==> src/rtl/glitch_pkg.sv <==
// Shared state encoding, default campaign constants and saturating helpers.
// Pure declarations: no latency, no flow control.
package glitch_pkg;

    typedef enum logic [2:0] {
        IDLE    = 3'd0,
        ARM     = 3'd1,
        COUNT   = 3'd2,
        GLITCH  = 3'd3,
        OBSERVE = 3'd4,
        ADVANCE = 3'd5,
        DONE    = 3'd6
    } seqState_t;

    localparam int unsigned DEF_START_OFFSET = 6500000;
    localparam int unsigned DEF_STEP         = 10000;
    localparam int unsigned DEF_WIDTH        = 100;
    localparam int unsigned DEF_NUM_ATTEMPTS = 4537;
    localparam int unsigned DEF_DOWN_TIME    = 200000;

    function automatic logic [31:0] satAdd32(input logic [31:0] a, input logic [31:0] b);
        logic [32:0] sum;
        sum = {1'b0, a} + {1'b0, b};
        return sum[32] ? 32'hFFFF_FFFF : sum[31:0];
    endfunction

    function automatic logic [15:0] satInc16(input logic [15:0] a);
        return (a == 16'hFFFF) ? a : a + 16'd1;
    endfunction

endpackage

==> src/rtl/glitch_window_timer.sv <==
// Free-running attempt timer with offset/width window compare; window_active is the registered glitch select.
// Window opens the cycle timer==offset, closes after width cycles; halt drops it on the next edge. No backpressure.
module glitch_window_timer (
    input  logic        clock,
    input  logic        rst_n,
    input  logic        load,
    input  logic        halt,
    input  logic [31:0] offset,
    input  logic [31:0] width,
    output logic        window_active,
    output logic        window_start,
    output logic        window_end
);

    logic [31:0] timer;
    logic        running;
    logic [31:0] elapsed;

    // Modular difference keeps the end compare correct even if offset+width wraps.
    assign elapsed      = timer - offset;
    assign window_start = running && !window_active && (timer == offset - 32'd1);
    assign window_end   = window_active && (elapsed == width - 32'd1);

    always_ff @(posedge clock or negedge rst_n) begin
        if (!rst_n) begin
            timer         <= '0;
            running       <= 1'b0;
            window_active <= 1'b0;
        end else if (load) begin
            timer         <= '0;
            running       <= 1'b1;
            window_active <= (offset == 32'd0);
        end else if (halt) begin
            running       <= 1'b0;
            window_active <= 1'b0;
        end else if (running) begin
            timer <= timer + 32'd1;
            if (window_end) begin
                window_active <= 1'b0;
                running       <= 1'b0;
            end else if (window_start) begin
                window_active <= 1'b1;
            end
        end
    end

endmodule

==> src/rtl/glitch_campaign_sequencer.sv <==
// Campaign FSM: arms on reader power-up, fires one glitch window per attempt, waits for card reset, steps offset.
// glitch_en is registered (one cycle after the deciding edge); start/abort are pulses, no backpressure.
module glitch_campaign_sequencer
    import glitch_pkg::*;
#(
    parameter int unsigned START_OFFSET = DEF_START_OFFSET,
    parameter int unsigned STEP         = DEF_STEP,
    parameter int unsigned WIDTH        = DEF_WIDTH,
    parameter int unsigned NUM_ATTEMPTS = DEF_NUM_ATTEMPTS,
    parameter int unsigned DOWN_TIME    = DEF_DOWN_TIME
) (
    input  logic        clock,
    input  logic        rst_n,
    input  logic        start,
    input  logic        abort,
    input  logic        reader_active,
    output logic        glitch_en,
    output logic        busy,
    output logic        done,
    output logic [31:0] cur_offset,
    output logic [15:0] attempt_count
);

    seqState_t   state, nextState;
    logic        readerPrev;
    logic        readerRise;
    logic        readerLost;
    logic        attemptVoid;
    logic [31:0] downCnt;
    logic        loadTimer;
    logic        haltTimer;
    logic        windowStart;
    logic        windowEnd;
    logic        startAccepted;

    assign readerRise    = reader_active && !readerPrev;
    assign readerLost    = ((state == COUNT) || (state == GLITCH)) && !reader_active;
    assign startAccepted = start && !abort && ((state == IDLE) || (state == DONE));
    assign busy          = (state != IDLE) && (state != DONE);
    assign done          = (state == DONE);

    glitch_window_timer u_timer (
        .clock         (clock),
        .rst_n         (rst_n),
        .load          (loadTimer),
        .halt          (haltTimer),
        .offset        (cur_offset),
        .width         (32'(WIDTH)),
        .window_active (glitch_en),
        .window_start  (windowStart),
        .window_end    (windowEnd)
    );

    always_comb begin
        nextState = state;
        loadTimer = 1'b0;
        haltTimer = abort || readerLost;
        if (abort) begin
            nextState = IDLE;
        end else begin
            case (state)
                IDLE, DONE: begin
                    if (start) nextState = ARM;
                end
                ARM: begin
                    if (readerRise) begin
                        loadTimer = 1'b1;
                        nextState = (cur_offset == 32'd0) ? GLITCH : COUNT;
                    end
                end
                COUNT: begin
                    if (!reader_active)   nextState = OBSERVE;
                    else if (windowStart) nextState = GLITCH;
                end
                GLITCH: begin
                    if (!reader_active || windowEnd) nextState = OBSERVE;
                end
                OBSERVE: begin
                    if (!reader_active && (downCnt + 32'd1 >= 32'(DOWN_TIME)))
                        nextState = ADVANCE;
                end
                ADVANCE: begin
                    if (!attemptVoid && (satInc16(attempt_count) == 16'(NUM_ATTEMPTS)))
                        nextState = DONE;
                    else
                        nextState = ARM;
                end
                default: nextState = IDLE;
            endcase
        end
    end

    always_ff @(posedge clock or negedge rst_n) begin
        if (!rst_n) begin
            state         <= IDLE;
            readerPrev    <= 1'b0;
            attemptVoid   <= 1'b0;
            downCnt       <= '0;
            cur_offset    <= '0;
            attempt_count <= '0;
        end else begin
            state      <= nextState;
            readerPrev <= reader_active;

            // Down counter only advances on consecutive inactive samples while observing.
            if (state == OBSERVE && !abort)
                downCnt <= reader_active ? 32'd0 : downCnt + 32'd1;
            else
                downCnt <= '0;

            if (startAccepted) begin
                cur_offset    <= 32'(START_OFFSET);
                attempt_count <= '0;
            end

            if (!abort) begin
                if (state == ARM && readerRise)
                    attemptVoid <= 1'b0;
                if (readerLost)
                    attemptVoid <= 1'b1;
                if (state == ADVANCE && !attemptVoid) begin
                    attempt_count <= satInc16(attempt_count);
                    cur_offset    <= satAdd32(cur_offset, 32'(STEP));
                end
            end
        end
    end

endmodule

==> config.mk <==
export PLATFORM = sky130hd
export DESIGN_NAME = glitch_campaign_sequencer
export DESIGN_NICKNAME = d
export VERILOG_FILES = /design/src/rtl/glitch_pkg.sv /design/src/rtl/glitch_window_timer.sv /design/src/rtl/glitch_campaign_sequencer.sv
export SDC_FILE = /design/constraint.sdc
export NUM_CORES = 1
export LEC_CHECK = 0
export BUFFER_PORTS_ARGS = -buffer_cell sky130_fd_sc_hd__buf_2
export CAP_MARGIN = 20
export CORE_MARGIN = 3
export CORE_UTILIZATION = 30
export DETAILED_ROUTE_END_ITERATION = 8
export PLACE_DENSITY = 0.46
export SLEW_MARGIN = 20
export SYNTH_ARGS = -nofsm -noshare
export SYNTH_HDL_FRONTEND = slang
export SYNTH_SLANG_ARGS = --single-unit
==> constraint.sdc <==
create_clock -name clock -period 5.05 [get_ports clock]
set_input_delay 0.505 -clock clock [delete_from_list [all_inputs] [get_ports clock]]
set_output_delay 0.505 -clock clock [all_outputs]
set_load 0.1 [all_outputs]
==> results.yml, run 1 <==
outcome:
  status: "finished clean"
global_routing:
  grt_util_met1_pct: 28.91
  grt_pass1_vias: 9394
  gr-max-usage-layer: "met2"
  grt_max_degree: 86
  antenna_found_initial: 0
  track_usage_pct: 19.36
  overflow: 0
  grt_pass1_wl_um: 55340
  grtUsageMet2_pct: 29.42
  met3_usage_pct: 2.709
drt:
  ant_nets: 0
  via_per_inst: 5.563
  routedWlPerCell_um: 19.33
  drt-total-wl_um: 34660
  drt_pass1_iterations: 5
  drt-initial-drc-count: 861
  detailroute.via_count: 9975
  drc_errors: 0
timing:
  final.period_utilization_pct: 86.02
  skew_ns: 0.008567
  maxSlewViolCount: 0
  rsz0062_at_grt: "false"
  fin_tns_setup_ns: 0
  setup_viol: 0
  relSlewSlack_pct: 34.55
  max_freq_mhz: 230.2
  post-route-min-period_ns: 4.344
  hold_viol_final: 0
  worst_slew_pin_slew_ns: 0.9742
  setup_ws_ns: 0.7062
finish:
  nets: 1385
  syn2layout_area_growth_pct: 13.00
  mostFrequentLayoutCells: "nor2_1, dfrtp_1, nand2_1"
  post-route-util_pct: 34.77
  drive_gt1_share_pct: 9.623
  n_antenna_cell: 0
  fill_cells: 3603
  mostFrequentLayoutCell: "nor2_1"
logic_synthesis:
  synth.distinct_cells: 76
  synth_cells: 1313
  synth_edf_count: 0
  async_reset_ff_share_pct: 100.0
  synth_warnings: 0
  synth_top_family_by_area: "simple AND/OR/NAND/NOR gates"
  synth_xor_area_share_pct: 8.487
  synthAdderAreaFrac_pct: 5.147
  postSynthAreaPerCell_um2: 7.703
  ys_ff_latch: 119
  synth_mux_area_share_pct: 1.670
  synth-seq-area-share_pct: 29.44
  dominantRegCellSynth: "dfrtp_1"
  synth-compound-area-share_pct: 21.76
  syn-cell-area_um2: 10110
  post_synth_and_or_nand_nor_area_fraction_pct: 28.58
  syn-num-nets: 1359
cts:
  cts_hold_buf: 0
  htreeDepth: 4
  cts_buffers: 17
  cts_root_buffer: "clkbuf_16"
  cts_resized: 0
  clk_latency_ns: 0.43
  cts.sink_count: 119
  clockBufferDepth: 2
  cts_tree: "built"
  path_clk_slew_ns: 0.06
  post_cts_buffers: 0
die:
  core_um2: 32870
  initial_core_util_pct: 30.77
  row_count: 66
  die_y_um: 189.6
  die_w_um: 189.6
  io_pins: 56
  dieArea_um2: 35950
run:
  max_cap_violations: 0
worst_setup_path:
  crit_path_max_fanout: 13
  path_class: "flip-flop to flip-flop"
  worst-r2r-cell-count: 12
  r2r_start: "cur_offset[6]"
  required_ns: 5.36
  cp.arrival_ns: 4.65
  endpoint_kind: "flip-flop"
  start_kind: "flip-flop"
  regToRegEndpoint: "state[1]"
  rrSetupSlack_ns: 0.71
power_and_ir_drop:
  powerDensity_nw_per_um2: 274.4
  cellLeakagePower_nw: 4.687
  power.total_mw: 3.136
  vdd_drop_max_uv: 248.4
place:
  io_buffers: 55
  place.gp.congestion: 0.8880
  dp_slack_ns: 0.7457
  dpl.hpwl_um: 26230
worst_hold_path:
  hold_path_class: "input pin to asynchronous set/reset pin"
[state kept, by name (all words and copies together), names as in the netlist]
name and flops:
state 3, u_timer.running 1, u_timer.timer 32, u_timer.window_active 1, cur_offset 32, attemptVoid 1, readerPrev 1, attempt_count 16
downCnt 32
[logic make-up after synthesis]
logic type	after synthesis
AOI/OAI and AO/OA	337
and+or+nand+nor	576
muxes	16
xor gates and xnor gates	98
buffers and inverters	126
adders and majority gates	41
DFF	119
[final cells by class]
cell class                      count  area (um2)  share of cell area, %
Multi-Input combinational cell   1068        6665                  58.32
Sequential cell                   119        2978                  26.06
Tap cell                          442       553.0                  4.839
Clock buffer                       24       501.7                  4.390
Timing Repair Buffer               72       409.1                  3.580
Inverter                           61       229.0                  2.004
Clock inverter                      7       92.59                 0.8102
[worst max-delay path: stages, from the launching register on]
cell     delay (ns)
dfrtp_1        0.59
inv_1          0.15
ha_1           0.45
a21oi_1        0.36
nor3_1         0.16
nor4_1         0.47
nand3_1        0.15
or4_1          0.49
nor4_1         0.35
nand4_1        0.20
or4_1          0.60
nand4_1        0.18
nand3_1        0.08
[metal layers]
layer / up-vias / part of all wire (%)
li1: 4864 / -
met1: 4829 / 50
met2: 249 / 44
met3: 33 / 4.5
met4: 0 / 1.5
met5: - / 0
[power breakdown]
group / switching (mW) / internal [mW]
registers: 0.101 / 0.996
logic: 0.564 / 0.223
clock network: 0.464 / 0.787
total: 1.13 / 2.01
[synth_stat cells, drive strengths merged (6+ instances only)]
library cell / count / area share, %
or3: 19 / 1.2
o31ai: 16 / 1.2
and3: 32 / 2.0
nand2: 116 / 4.3
nor3b: 7 / 0.52
o21ai: 77 / 3.8
inv: 61 / 2.3
nand3: 58 / 2.9
mux2: 7 / 0.78
ha: 40 / 4.9
nand4: 44 / 2.7
a211oi: 9 / 0.67
nor2: 154 / 5.7
a21o: 15 / 1.1
or4: 12 / 1.0
a31oi: 13 / 0.80
o2111ai: 7 / 0.61
o21a: 10 / 0.74
o211a: 8 / 0.79
nor3: 51 / 2.5
a21oi: 100 / 4.9
and2: 13 / 0.80
xnor2: 55 / 4.8
nor2b: 7 / 0.43
dfrtp: 119 / 29
clkbuf: 60 / 2.2
o211ai: 9 / 0.67
and4: 6 / 0.52
nand2b: 11 / 0.68
mux2i: 9 / 0.89
o21bai: 6 / 0.45
nor4: 26 / 1.7
xor2: 43 / 3.7
o22ai: 8 / 0.49
a311oi: 9 / 0.78
a2111oi: 6 / 0.71
[per-stage QoR]
step | area [um2] | std cells | hold slack (ns)
after floorplan | 10110 | 1313 | 0.2094
after global placement | 10830 | 1762 | 0.5529
after detailed placement | 10830 | 1762 | 0.5622
after CTS | 11420 | 1793 | 0.1927
after global routing | 11430 | 1793 | 0.2241
final | 11430 | 1793 | 0.1313
[worst max-delay path by stage]
stage / depth (start not counted) / slack [ns] / from / endpoint
finish: 12 / 0.71 / cur_offset[6] / state[1]
global route: 12 / 0.40 / cur_offset[6] / state[2]
CTS: 12 / 0.73 / cur_offset[6] / state[1]
detailed placement: 12 / 0.75 / cur_offset[6] / state[1]
global placement: 12 / 0.93 / cur_offset[6] / state[1]
floorplan: 13 / 0.79 / cur_offset[4] / state[1]
Note: power is estimated with default switching activity, not from simulation.
==> run 2: changes to the inputs <==
Clock period 5.05 ns to 5.59 ns, I/O delays scaled along.
==> results.yml, run 2 (same netlist as run 1, synthesis figures left out) <==
worst_setup_path:
  cp.arrival_ns: 4.67
  r2r_start: "cur_offset[8]"
  rrSetupSlack_ns: 1.28
  crit_path_max_fanout: 11
  worst-r2r-cell-count: 10
  endpoint: "state[1]"
  critPathLaunch: "cur_offset[8]"
  path_class: "flip-flop to flip-flop"
  required_ns: 5.95
  start_kind: "flip-flop"
  regToRegEndpoint: "state[1]"
  endpoint_kind: "flip-flop"
timing:
  maxSlewViolCount: 0
  skew_ns: 0.01014
  max_freq_mhz: 232.0
  whs_ns: 0.1270
  setup_ws_ns: 1.280
  worst_slew_pin_slew_ns: 0.9306
  rsz0062_at_grt: "false"
  fin_tns_setup_ns: 0
  setup_viol: 0
  final.period_utilization_pct: 77.11
  post-route-min-period_ns: 4.310
  relSlewSlack_pct: 37.93
  hold_viol_final: 0
place:
  placed_cells: 1756
  io_buffers: 55
  dpl-instance-area_um2: 10780
  dp_slack_ns: 1.239
  place.gp.congestion: 0.8920
  dpl.hpwl_um: 26120
cts:
  htreeDepth: 4
  clockBufferDepth: 2
  cts_root_buffer: "clkbuf_16"
  cts_hold_buf: 0
  cts_buffers: 17
  post_cts_buffers: 0
  path_clk_slew_ns: 0.06
  cts_resized: 0
  clk_latency_ns: 0.43
  cts.sink_count: 119
  cts_tree: "built"
finish:
  mostFrequentLayoutCells: "nor2_1, dfrtp_1, nand2_1"
  syn2layout_area_growth_pct: 12.16
  top_regs: "cur_offset: 32 flops, downCnt: 32 flops, u_timer.timer: 32 flops"
  regArea_um2: 2978
  multi_input_area_um2: 6665
  nets: 1379
  post-route-util_pct: 34.51
  drive_gt1_share_pct: 9.435
  fill_cells: 3564
  mostFrequentLayoutCell: "nor2_1"
  fin_area_um2: 11340
  n_antenna_cell: 0
  layout.cells.non_filler: 1788
power_and_ir_drop:
  power.total_mw: 2.755
  cellLeakagePower_nw: 4.635
  vdd_drop_max_uv: 218.5
  powerDensity_nw_per_um2: 242.9
die:
  dieArea_um2: 35950
  die_y_um: 189.6
  io_pins: 56
  core_um2: 32870
  die_w_um: 189.6
  initial_core_util_pct: 30.77
  row_count: 66
worst_hold_path:
  hold_path_class: "input pin to asynchronous set/reset pin"
drt:
  via_per_inst: 5.577
  drt_pass1_iterations: 5
  ant_nets: 0
  drt-initial-drc-count: 794
  routedWlPerCell_um: 19.33
  detailroute.via_count: 9971
  drt-total-wl_um: 34560
  drc_errors: 0
global_routing:
  overflow: 0
  grt_pass1_vias: 9568
  grt_max_degree: 74
  antenna_found_initial: 0
  track_usage_pct: 19.32
  grt_pass1_wl_um: 55220
outcome:
  status: "finished clean"
run:
  max_cap_violations: 0
## run 2: layout make-up
class	count	share of cell area (%)
clock buffers	17	3.750
clock inverters	15	1.158
inverters	61	2.019
multi-input cells	1068	58.76
flip-flops and latches	119	26.25
well taps	442	4.875
repair buffers	66	3.188
## run 2: where the power goes
| part | switching (mW) | leakage, nW | total [mW] | internal, mW |
|---|---|---|---|---|
| Combinational | 0.499 | 2.77 | 0.696 | 0.197 |
| Clock | 0.454 | 0.261 | 1.06 | 0.611 |
| Sequential | 0.0955 | 1.60 | 0.995 | 0.899 |
| Total | 1.05 | 4.64 | 2.76 | 1.71 |
## run 2: critical path: stages, from the launching register on
cell and delay, ns:
dfrtp_1 0.49, nor4_1 0.81, o2111ai_2 0.57, nor4_2 0.32
xnor2_1 0.19, nor4_1 0.41, nand4_1 0.32, a2111oi_4 0.53
o21ai_2 0.15, or3_1 0.36, nand3_1 0.08
## run 2: worst min path at each step
stage,cells past startpoint,start,slack (ns),endpoint
floorplan,0,rst_n,0.26,attemptVoid
global placement,2,downCnt[4],0.55,downCnt[4]
detailed placement,2,downCnt[4],0.55,downCnt[4]
CTS,1,rst_n,0.18,downCnt[11]
global route,1,rst_n,0.22,downCnt[11]
finish,1,rst_n,0.13,downCnt[11]
## run 2: layer usage
| layer | wire (um) | global-route usage [%] | up-vias |
|---|---|---|---|
| met5 | 0 | 0 | - |
| met4 | 361 | 3.867 | 0 |
| met3 | 1190 | 2.727 | 23 |
| met2 | 15440 | 29.92 | 211 |
| met1 | 17570 | 28.70 | 4872 |
| li1 | - | - | 4865 |
